--- config.mk ---
export PLATFORM = sky130hd
export DESIGN_NAME = muller_c_bank
export DESIGN_NICKNAME = d
export VERILOG_FILES = /design/src/rtl/muller_c_bank.sv
export SDC_FILE = /design/constraint.sdc
export NUM_CORES = 1
export LEC_CHECK = 0
export CAP_MARGIN = 15
export CORE_UTILIZATION = 65
export CTS_CLUSTER_DIAMETER = 150
export DETAILED_ROUTE_END_ITERATION = 16
export DONT_BUFFER_PORTS = 1
export PLACE_DENSITY = 0.81
export SLEW_MARGIN = 20
export SYNTH_ARGS = -nofsm -noshare
export SYNTH_HDL_FRONTEND = slang
export SYNTH_SLANG_ARGS = --single-unit
--- constraint.sdc ---
create_clock -name wb_clk_i -period 3.6 [get_ports wb_clk_i]
set_input_delay 0.36 -clock wb_clk_i [delete_from_list [all_inputs] [get_ports wb_clk_i]]
set_output_delay 0.36 -clock wb_clk_i [all_outputs]
set_load 0.05 [all_outputs]
--- src/rtl/muller_c_bank.sv ---
`default_nettype none
// ============================================================================
// Module      : muller_c_bank
// Description : Bank of clocked Muller C-elements with input synchronisers,
//               symmetric/asymmetric modes, toggle counters and stuck watchdogs.
// Revision    : 1.0 - initial release
// ============================================================================
module muller_c_bank #(
  parameter int CHANNELS    = 4,
  parameter int INPUTS      = 3,
  parameter int SYNC_STAGES = 2,
  parameter int CNT_W       = 8,
  parameter int TIMEOUT     = 16
) (
  input  logic                        wb_clk_i,
  input  logic                        wb_rst_i,
  input  logic [CHANNELS*INPUTS-1:0]  io_in,
  input  logic [CHANNELS-1:0]         mode,
  input  logic [INPUTS-1:0]           plus_mask,
  input  logic [CHANNELS-1:0]         init_val,
  input  logic                        clr_cnt,
  output logic [CHANNELS-1:0]         c_out,
  output logic [CHANNELS*CNT_W-1:0]   toggle_cnt,
  output logic [CHANNELS-1:0]         stuck
);

  localparam int c_n_bits = CHANNELS * INPUTS;
  localparam int c_wd_w   = $clog2(TIMEOUT + 1);

  logic [c_n_bits-1:0] w_sync;

  // Pad inputs are asynchronous; every bit passes its own flop chain.
  if (SYNC_STAGES == 0) begin : g_bypass
    assign w_sync = io_in;
  end else begin : g_sync
    logic [c_n_bits-1:0] r_stage [SYNC_STAGES];

    always_ff @(posedge wb_clk_i) begin
      if (wb_rst_i) begin
        for (int k = 0; k < SYNC_STAGES; k++) begin
          r_stage[k] <= '0;
        end
      end else begin
        r_stage[0] <= io_in;
        for (int k = 1; k < SYNC_STAGES; k++) begin
          r_stage[k] <= r_stage[k-1];
        end
      end
    end

    assign w_sync = r_stage[SYNC_STAGES-1];
  end

  for (genvar c = 0; c < CHANNELS; c++) begin : g_chan
    localparam logic [CNT_W-1:0]  c_cnt_max = {CNT_W{1'b1}};
    localparam logic [c_wd_w-1:0] c_tmo     = c_wd_w'(TIMEOUT);

    logic [INPUTS-1:0] w_s;
    logic              w_set;
    logic              w_rst;
    logic              w_next;
    logic              r_c;
    logic [CNT_W-1:0]  r_cnt;
    logic [c_wd_w-1:0] r_wd;

    assign w_s   = w_sync[c*INPUTS +: INPUTS];
    assign w_set = &w_s;
    // Asymmetric mode: plus-only inputs are ignored when deciding to fall.
    assign w_rst = mode[c] ? ~|(w_s & ~plus_mask) : ~|w_s;

    always_comb begin
      w_next = r_c;
      if (w_set) begin
        w_next = 1'b1;
      end else if (w_rst) begin
        w_next = 1'b0;
      end
    end

    always_ff @(posedge wb_clk_i) begin
      if (wb_rst_i) begin
        r_c   <= init_val[c];
        r_cnt <= '0;
        r_wd  <= '0;
      end else begin
        r_c <= w_next;

        if (clr_cnt) begin
          r_cnt <= '0;
        end else if ((w_next != r_c) && (r_cnt != c_cnt_max)) begin
          r_cnt <= r_cnt + 1'b1;
        end

        if (w_set || w_rst) begin
          r_wd <= '0;
        end else if (r_wd != c_tmo) begin
          r_wd <= r_wd + 1'b1;
        end
      end
    end

    assign c_out[c]                   = r_c;
    assign toggle_cnt[c*CNT_W +: CNT_W] = r_cnt;
    assign stuck[c]                   = (r_wd == c_tmo);
  end

endmodule
`default_nettype wire

# Yosys cells after proc, flatten, opt, wreduce, memory -nomap -nowiden
# Memory sizes are Yosys's and may differ from the RTL's.
# Cells that the tools add are included.
# word_totals
ff_bits	56
ramBits	24
input_bits	26
out_inout_bits	40
elab_cells	98
mem_count	1
# op_classes
addsub	8
eq_ne	16
mux	21
n_bitwise	7
n_reduce_logical	33
# memory_table
name	words	word_bits	rd	rd_ports_with_merged_regs	write_ports	line	rtl
g_sync.r_stage	2	12	2	0	2	36	logic [c_n_bits-1:0] r_stage [SYNC_STAGES];
# ops
cell	count
8-bit by 1-bit adder with 8-bit output, second input constant	4
8-bit != test, second input constant	4
12-bit two-way mux	2
3-bit OR reduction	8
5-bit by 1-bit adder with 5-bit output, second input constant	4
5-bit == test, second input constant	4
5-bit != test, second input constant	4
1-bit two-way mux	19
3-bit bitwise AND	4
3-bit AND reduction	4
2-bit OR reduction	5
1-bit zero test	8
1-bit logical AND	4
1-bit logical OR	4
1-bit != test	4
3-bit NOT	1
1-bit OR	2

# Longest topological paths before layout
# Gate-level depths: netlist of the first run.
# depth
ltp_word	9
ltp_mapped	6
mapped_depth_nobuf	6

# Worst setup path before layout of the first run
# OpenSTA, ideal clock, no wires.
# synth_timing
kind	register to register
startpoint	reg g_chan[0].r_wd[0]
endpoint	reg g_chan[0].r_wd[1]
setup_time_ns	0.119
t_arrival_ns	2.177
required_ns	3.481
setup_slack_ns	1.304
path_stages_with_launch	7
path_buffers	0
synth_period_minus_slack_ns	2.296
cell_sequence	dfxtp_1 > inv_1 > ha_1 > nand2_1 > nor3_1 > mux2i_1 > nor2_1
# synth_between
elab_chain_len	1
elab_cells_between_ends	2
cone_classes	1 x add/sub; 1 x eq/ne
# synth_lines
element	line	rtl
from (decl)	64	logic [c_wd_w-1:0] r_wd;
from (signal assigned)	97	r_wd <= r_wd + 1'b1;
5-bit by 1-bit adder with 5-bit output / 5-bit != test (equally long branches)	97, 96	
# Parallel ways exist; a longest one is shown, timed or not.
# A chain may end at the register's enable or synchronous reset.

# Worst setup path after layout of the first run
# layout_timing
startpoint	reg g_chan[0].r_cnt[0]
endpoint	reg g_chan[0].r_cnt[7]
# layout_between
elab_chain_len	2
elab_cells_between_ends	3
cone_classes	1 x add/sub; 1 x eq/ne; 1 x reduce/logical
# layout_lines
element	line	rtl
from (decl)	63	logic [CNT_W-1:0] r_cnt;
from (signal assigned)	91	r_cnt <= r_cnt + 1'b1;
parallel branches: the longest is 2 deep, another holds 8-bit by 1-bit adder with 8-bit output	-	
# Several ways; the timed one is not identified.

==> results of run 1 <==
[worst register-to-register path: cells and delay by family (launching register included)]
family          cells  cell delay, ps
fa+ha+maj           1             340
simple gates        2             460
compound gates      3             850
flops               1             510
[state kept, by name, indices dropped and copies added, names as in the netlist]
register	count
g_sync.r_stage	24
g_chan.r_c	4
g_chan.r_cnt	32
g_chan.r_wd	20
[cells by family after synthesis]
family	share of synthesized area, %
fa+ha+maj	4.21
compound gates	15.8
mux	2.25
xor+xnor	6.39
flops	44.9
buf+inv	3.05
simple gates	23.4
[worst min path at each step]
stage / from / to / cells past startpoint
floorplan: g_sync.r_stage[0][0] / g_sync.r_stage[0][12] / 1
global placement: g_sync.r_stage[0][9] / g_sync.r_stage[0][21] / 1
CTS: wb_rst_i / g_sync.r_stage[0][1] / 1
global route: wb_rst_i / g_sync.r_stage[0][11] / 1
detailed placement: g_sync.r_stage[0][3] / g_sync.r_stage[0][15] / 1
finish: wb_rst_i / g_sync.r_stage[0][1] / 1
[power by group through the flow]
| stage | Sequential (mW) | Clock [mW] | Combinational (mW) |
|---|---|---|---|
| 2_1_floorplan | 0.944 | 0 | 0.0886 |
| 3_3_place_gp | 0.959 | 0 | 0.0803 |
| 3_5_place_dp | 0.960 | 0 | 0.0835 |
| 4_1_cts | 0.939 | 0.807 | 0.0843 |
| 5_1_grt | 0.943 | 0.849 | 0.0940 |
| 6_report | 0.939 | 0.805 | 0.0842 |
[Yosys cell counts, drive strengths merged (2+ instances only)]
cell type / n / area (µm²)
nor4bb: 3 / 30.0
o211ai: 2 / 15.0
a31oi: 6 / 37.5
o21ai: 13 / 65.1
and3: 12 / 75.1
or2: 3 / 18.8
nor3: 5 / 25.0
nand2: 30 / 113
xor2: 12 / 105
o21a: 2 / 30.0
mux2i: 8 / 80.1
xnor2: 14 / 123
ha: 12 / 150
nand4: 9 / 56.3
a21boi: 8 / 60.1
a31o: 4 / 35.0
nor2b: 24 / 150
a221o: 3 / 30.0
o311ai: 2 / 17.5
a21oi: 13 / 65.1
clkbuf: 10 / 37.5
o41ai: 3 / 33.8
or3: 10 / 62.6
a41o: 6 / 60.1
inv: 10 / 37.5
nand3: 20 / 100
buf: 5 / 33.8
nand3b: 5 / 37.5
dfxtp: 80 / 1600
nor2: 36 / 135
a2111oi: 3 / 82.6
[layer usage]
metal  GRT usage (%)  up-vias  share of wire, %
met5               0        -                 0
met4            12.9        0               2.1
met3            7.19       16               6.2
met2            46.0       77                50
met1            27.6     1274                41
li1                -     1353                 -
[through the flow]
stage	setup WS (ps)	power, mW	instance area [µm²]	util (%)
final	1340	1.83	3870	74.4
after floorplan	1300	1.03	3560	-
after detailed placement	1370	1.04	3630	69.7
after global routing	1180	1.89	3870	74.4
after CTS	1350	1.83	3870	74.4
after global placement	1420	1.04	3630	69.7
[cell type report]
type / count / area [µm²] / share of cell area (%)
Sequential cell: 80 / 1600 / 41.3
Multi-Input combinational cell: 275 / 1910 / 49.2
Clock inverter: 6 / 115 / 2.97
Tap cell: 70 / 87.6 / 2.26
Inverter: 10 / 37.5 / 0.969
Clock buffer: 10 / 128 / 3.29
==> reports/results.tsv, run 1 <==
metric	value	unit
start_kind	flip-flop	
cp_top_family	compound AO/OA/AOI/OAI gates	
vias	2720	
intPower	1.41	mW
numCtsBuffers	9	
relSlewSlack	26.7	%
cts_tree	done	
rows	26	
ctsHoldBuffers	0	
ctsResizeCount	0	
initial_core_util	68.5	%
core	5200	µm²
combPwrFrac	4.6	%
drc	0	
grt_antenna_before_repair	0	
drtIter0Drc	126	
grt_pass1_wl	11.9	mm
worstSkewPairLatency	350	ps
synth_edf_count	0	
ys_ff_latch	80	
io_pins	66	
layout_commonest_cell	dfxtp_1	
num_antenna_cells	0	
crit_fanout	5	
vias_per_cell	6.03	
hold_viol_final	0	
area_growth	8.74	%
cts_buffer_depth	2	
cts_setup_buffers	0	
critPathBufInv	0	
cp-startpoint	g_chan[0].r_cnt[0]	
synth_fp_nets	418	
crit_top_cell	and3_1	
r2r_slack	1340	ps
min_path_type	in2reg	
die-area	5780	µm²
slew_violations	0	
grt_usage	25.7	%
die_w	76.0	µm
endpoint_kind	flip-flop	
gp_congestion	0.832	
fill_cells	384	
period_share	62.9	%
setup_viol	0	
max_stage_delay	510	ps
synthArstFlopShare	0	%
io_buffers	0	
grt_overflow_total	0	
yosysSeqAreaShare	44.9	%
fmax	442	MHz
antenna_left	0	
finalNonFillerCells	451	
status	completed	
synth_flop_cell	dfxtp_1	
final_cell_mix	dfxtp_1 (80), nor2_1 (35), nand2_1 (30)	
critical_path.endpoint	g_chan[0].r_cnt[7]	
yosys_warnings	0	
worst-path-stages	6	
clockRootBuffer	clkbuf_8	
grt_pass1_vias	2654	
r2r-end	g_chan[0].r_cnt[7]	
r2r_cells	6	
drive_above_1_share	8.40	%
rsz0062_at_grt	false	
route.detailed.wl_per_inst	15.7	µm
placed_cells	435	
drv_cap	0	
pwr-share-clk	44.0	%
path_clk_slew	80	ps
die_h	76.0	µm
synth_cell_types	41	
p_leak	1.46	nW
postSynthCellCount	380	
critPathKind	reg2reg	
syn_avg_cell_area	9.38	µm²
required	3840	ps
pwr_density_cell	472	nW/µm²
htreeDepth	3	
fin_crit	2260	ps
slowest_stage	dfxtp_1	
routed_wl	7.07	mm
seqPwrFrac	51.4	%
r2r_start	g_chan[0].r_cnt[0]	
drt-pass1-iter-count	5	
setup-tns-final	0	ps
place_hpwl	4.94	mm
path_cells	ha_1, and3_1, and3_1, a2111oi_4, a31oi_1, a41o_1	
p_sw_share	23.0	%
syn_area	3560	µm²
power_switching	0.420	mW
holdWs	71.6	ps
skew	5.75	ps
irDropWorstVdd	347	µV
fin_nets	414	
critPathArrivalTime	2500	ps
grt_max_degree	42	
cts_sinks	80	
worstMarginPinSlew	1090	ps
Power figures use the tool's default switching activity.
==> run 2: changes to the inputs <==
--- a/config.mk
+++ b/config.mk
@@ -6,11 +6,11 @@
 export NUM_CORES = 1
 export LEC_CHECK = 0
 export CAP_MARGIN = 15
-export CORE_UTILIZATION = 65
+export CORE_UTILIZATION = 56
 export CTS_CLUSTER_DIAMETER = 150
 export DETAILED_ROUTE_END_ITERATION = 16
 export DONT_BUFFER_PORTS = 1
-export PLACE_DENSITY = 0.81
+export PLACE_DENSITY = 0.74
 export SLEW_MARGIN = 20
 export SYNTH_ARGS = -nofsm -noshare
 export SYNTH_HDL_FRONTEND = slang
==> constraint.sdc (replaced) <==
create_clock -name wb_clk_i -period 1.9 [get_ports wb_clk_i]
set_input_delay 0.19 -clock wb_clk_i [delete_from_list [all_inputs] [get_ports wb_clk_i]]
set_output_delay 0.19 -clock wb_clk_i [all_outputs]
set_load 0.05 [all_outputs]
==> reports/results.tsv, run 2 (same netlist as run 1, synthesis figures left out) <==
metric	value	unit	change
status	completed		
r2r-end	g_chan[1].r_cnt[5]		
layout_commonest_cell	dfxtp_1		
gp_congestion	0.817		-1.8%
grt_overflow_total	0		unchanged
worstMarginPinSlew	442	ps	-652 ps
fmax	548	MHz	
die-area	6690	µm²	+16%
htreeDepth	3		unchanged
rsz0062_at_grt	true		
utilization	74.4	%	about the same
clockRootBuffer	clkbuf_8		
top_register	g_chan.r_cnt		
largest_reg_flops	32		unchanged
drt-pass1-iter-count	4		-1
grt_usage	26.0	%	+0.29 points
area_growth	25.8	%	
skew	6.34	ps	+0.586 ps
place_ws	99.3	ps	-1270 ps
worst_slack	75.9	ps	-1260 ps
endpoint_kind	output pin		
power_switching	0.859	mW	+100%
critPathArrivalTime	1630	ps	-870 ps
antenna_left	0		unchanged
drive_above_1_share	20.1	%	+12 points
critical_path.endpoint	stuck[2]		
drc	0		unchanged
min_path_type	in2reg		
r2r_start	g_chan[1].r_cnt[0]		
fin_nets	481		+16%
p_sw_share	24.0	%	+1.1 points
r2r_slack	80	ps	-1260 ps
start_kind	flip-flop		
relSlewSlack	70.4	%	+44 points
slew_violations	0		unchanged
routed_wl	8.06	mm	+14%
num_antenna_cells	0		unchanged
cts_sinks	80		unchanged
worstSkewPairLatency	370	ps	+20 ps
drtIter0Drc	133		+5.6%
combPwrFrac	7.3	%	+2.7 points
die_h	81.8	µm	+7.5%
core	6030	µm²	+16%
final_cell_mix	dfxtp_1 (76), buf_4 (49), nor2_1 (36)		
path_clk_slew	90	ps	about the same
r2r_cells	6		unchanged
cp-startpoint	g_chan[2].r_wd[0]		
route.detailed.wl_per_inst	15.4	µm	-1.6%
place_hpwl	5.36	mm	+8.5%
critPathKind	reg2out		
period_share	96.0	%	
grt_max_degree	36		-14%
vias_per_cell	5.68		-5.8%
hold_viol_final	0		unchanged
seqPwrFrac	48.7	%	-2.7 points
fin_crit	1820	ps	
intPower	2.72	mW	+93%
grt_pass1_wl	13.0	mm	+9.8%
crit_fanout	4		-1
cts_buffer_depth	2		unchanged
setup_viol	0		unchanged
grt_pass1_vias	2862		+7.8%
io_buffers	0		unchanged
initial_core_util	59.1	%	-9.3 points
vias	2970		+9.2%
cts_tree	done		
irDropWorstVdd	633	µV	+82%
required	1710	ps	-2130 ps
pwr_density_cell	798	nW/µm²	+69%
drv_cap	0		unchanged
pwr-share-clk	44.0	%	about the same
io_pins	66		unchanged
p_leak	1.80	nW	+23%
top_regs	g_chan.r_cnt (32), g_sync.r_stage (24), g_chan.r_wd (20)		
numCtsBuffers	9		unchanged
die_w	81.8	µm	+7.5%
grt_antenna_before_repair	0		unchanged
rows	28		+7.7%
run 2: cell types whose count changed in the layout (fill, tap and decap cells not counted), sizes merged:
cell | before | now
inv | 12 | 13
buf | 0 | 50
clkbuf | 10 | 9
dlygate4sd3 | 0 | 17
run 2: layer usage:
| layer | track usage [%] | vias to the layer above | part of all wire (%) |
|---|---|---|---|
| li1 | - | 1482 | - |
| met1 | 30.0 | 1398 | 43 |
| met2 | 44.6 | 75 | 50 |
| met3 | 7.00 | 15 | 6.2 |
| met4 | 11.4 | 0 | 1.7 |
| met5 | 0 | - | 0 |
run 2: area by class of cell:
class / instances / area (µm²)
Inverter: 10 / 37.5
Clock inverter: 7 / 126
Multi-Input combinational cell: 275 / 1940
Fill cell: 432 / 1540
Sequential cell: 80 / 1610
Timing Repair Buffer: 67 / 558
Tap cell: 75 / 93.8
Clock buffer: 9 / 124
run 2: critical path, stage by stage, from the launching register on:
cell      delay (ps)
dfxtp_1          330
inv_1            100
ha_1             150
nor4bb_4         420
buf_4            270
run 2: power groups by stage:
stage | Clock (mW) | Sequential (mW) | Combinational [mW]
2_1_floorplan | 0 | 1.79 | 0.168
3_3_place_gp | 0 | 1.78 | 0.210
3_5_place_dp | 0 | 1.78 | 0.213
4_1_cts | 1.59 | 1.74 | 0.258
5_1_grt | 1.67 | 1.75 | 0.283
6_report | 1.57 | 1.74 | 0.261
run 2: how the worst min path moves through the flow:
stage                 from                    end  slack [ps]  cells past startpoint
5_1_grt           wb_rst_i  g_sync.r_stage[0][12]          90                      2
3_3_place_gp      wb_rst_i   g_sync.r_stage[0][8]         270                      1
2_1_floorplan  init_val[0]          g_chan[0].r_c         300                      2
6_report           clr_cnt     g_chan[2].r_cnt[6]          90                      3
3_5_place_dp      wb_rst_i   g_sync.r_stage[0][4]         270                      1
4_1_cts           wb_rst_i   g_sync.r_stage[0][5]          80                      2
run 2: through the flow:
step | TNS [ps] | hold WS, ps | instance area, µm² | power [mW] | instances
after CTS | 0 | 76.6 | 4430 | 3.59 | 520
final | 0 | 93.9 | 4480 | 3.58 | 523
after global placement | 0 | 266 | 3990 | 1.99 | 486
after detailed placement | 0 | 266 | 3990 | 1.99 | 486
after floorplan | 0 | 303 | 3570 | 1.96 | 380
after global routing | -89.9 | 94.5 | 4480 | 3.70 | 523
run 2: what timing repair did:
action | 4_1_cts | 5_1_grt
hold buffers | 18 | 0
resized for setup | 0 | 8
endpoints found under the setup margin | 0 | 6
hold endpoints to repair | 31 | 0
buffers inserted | 0 | 3
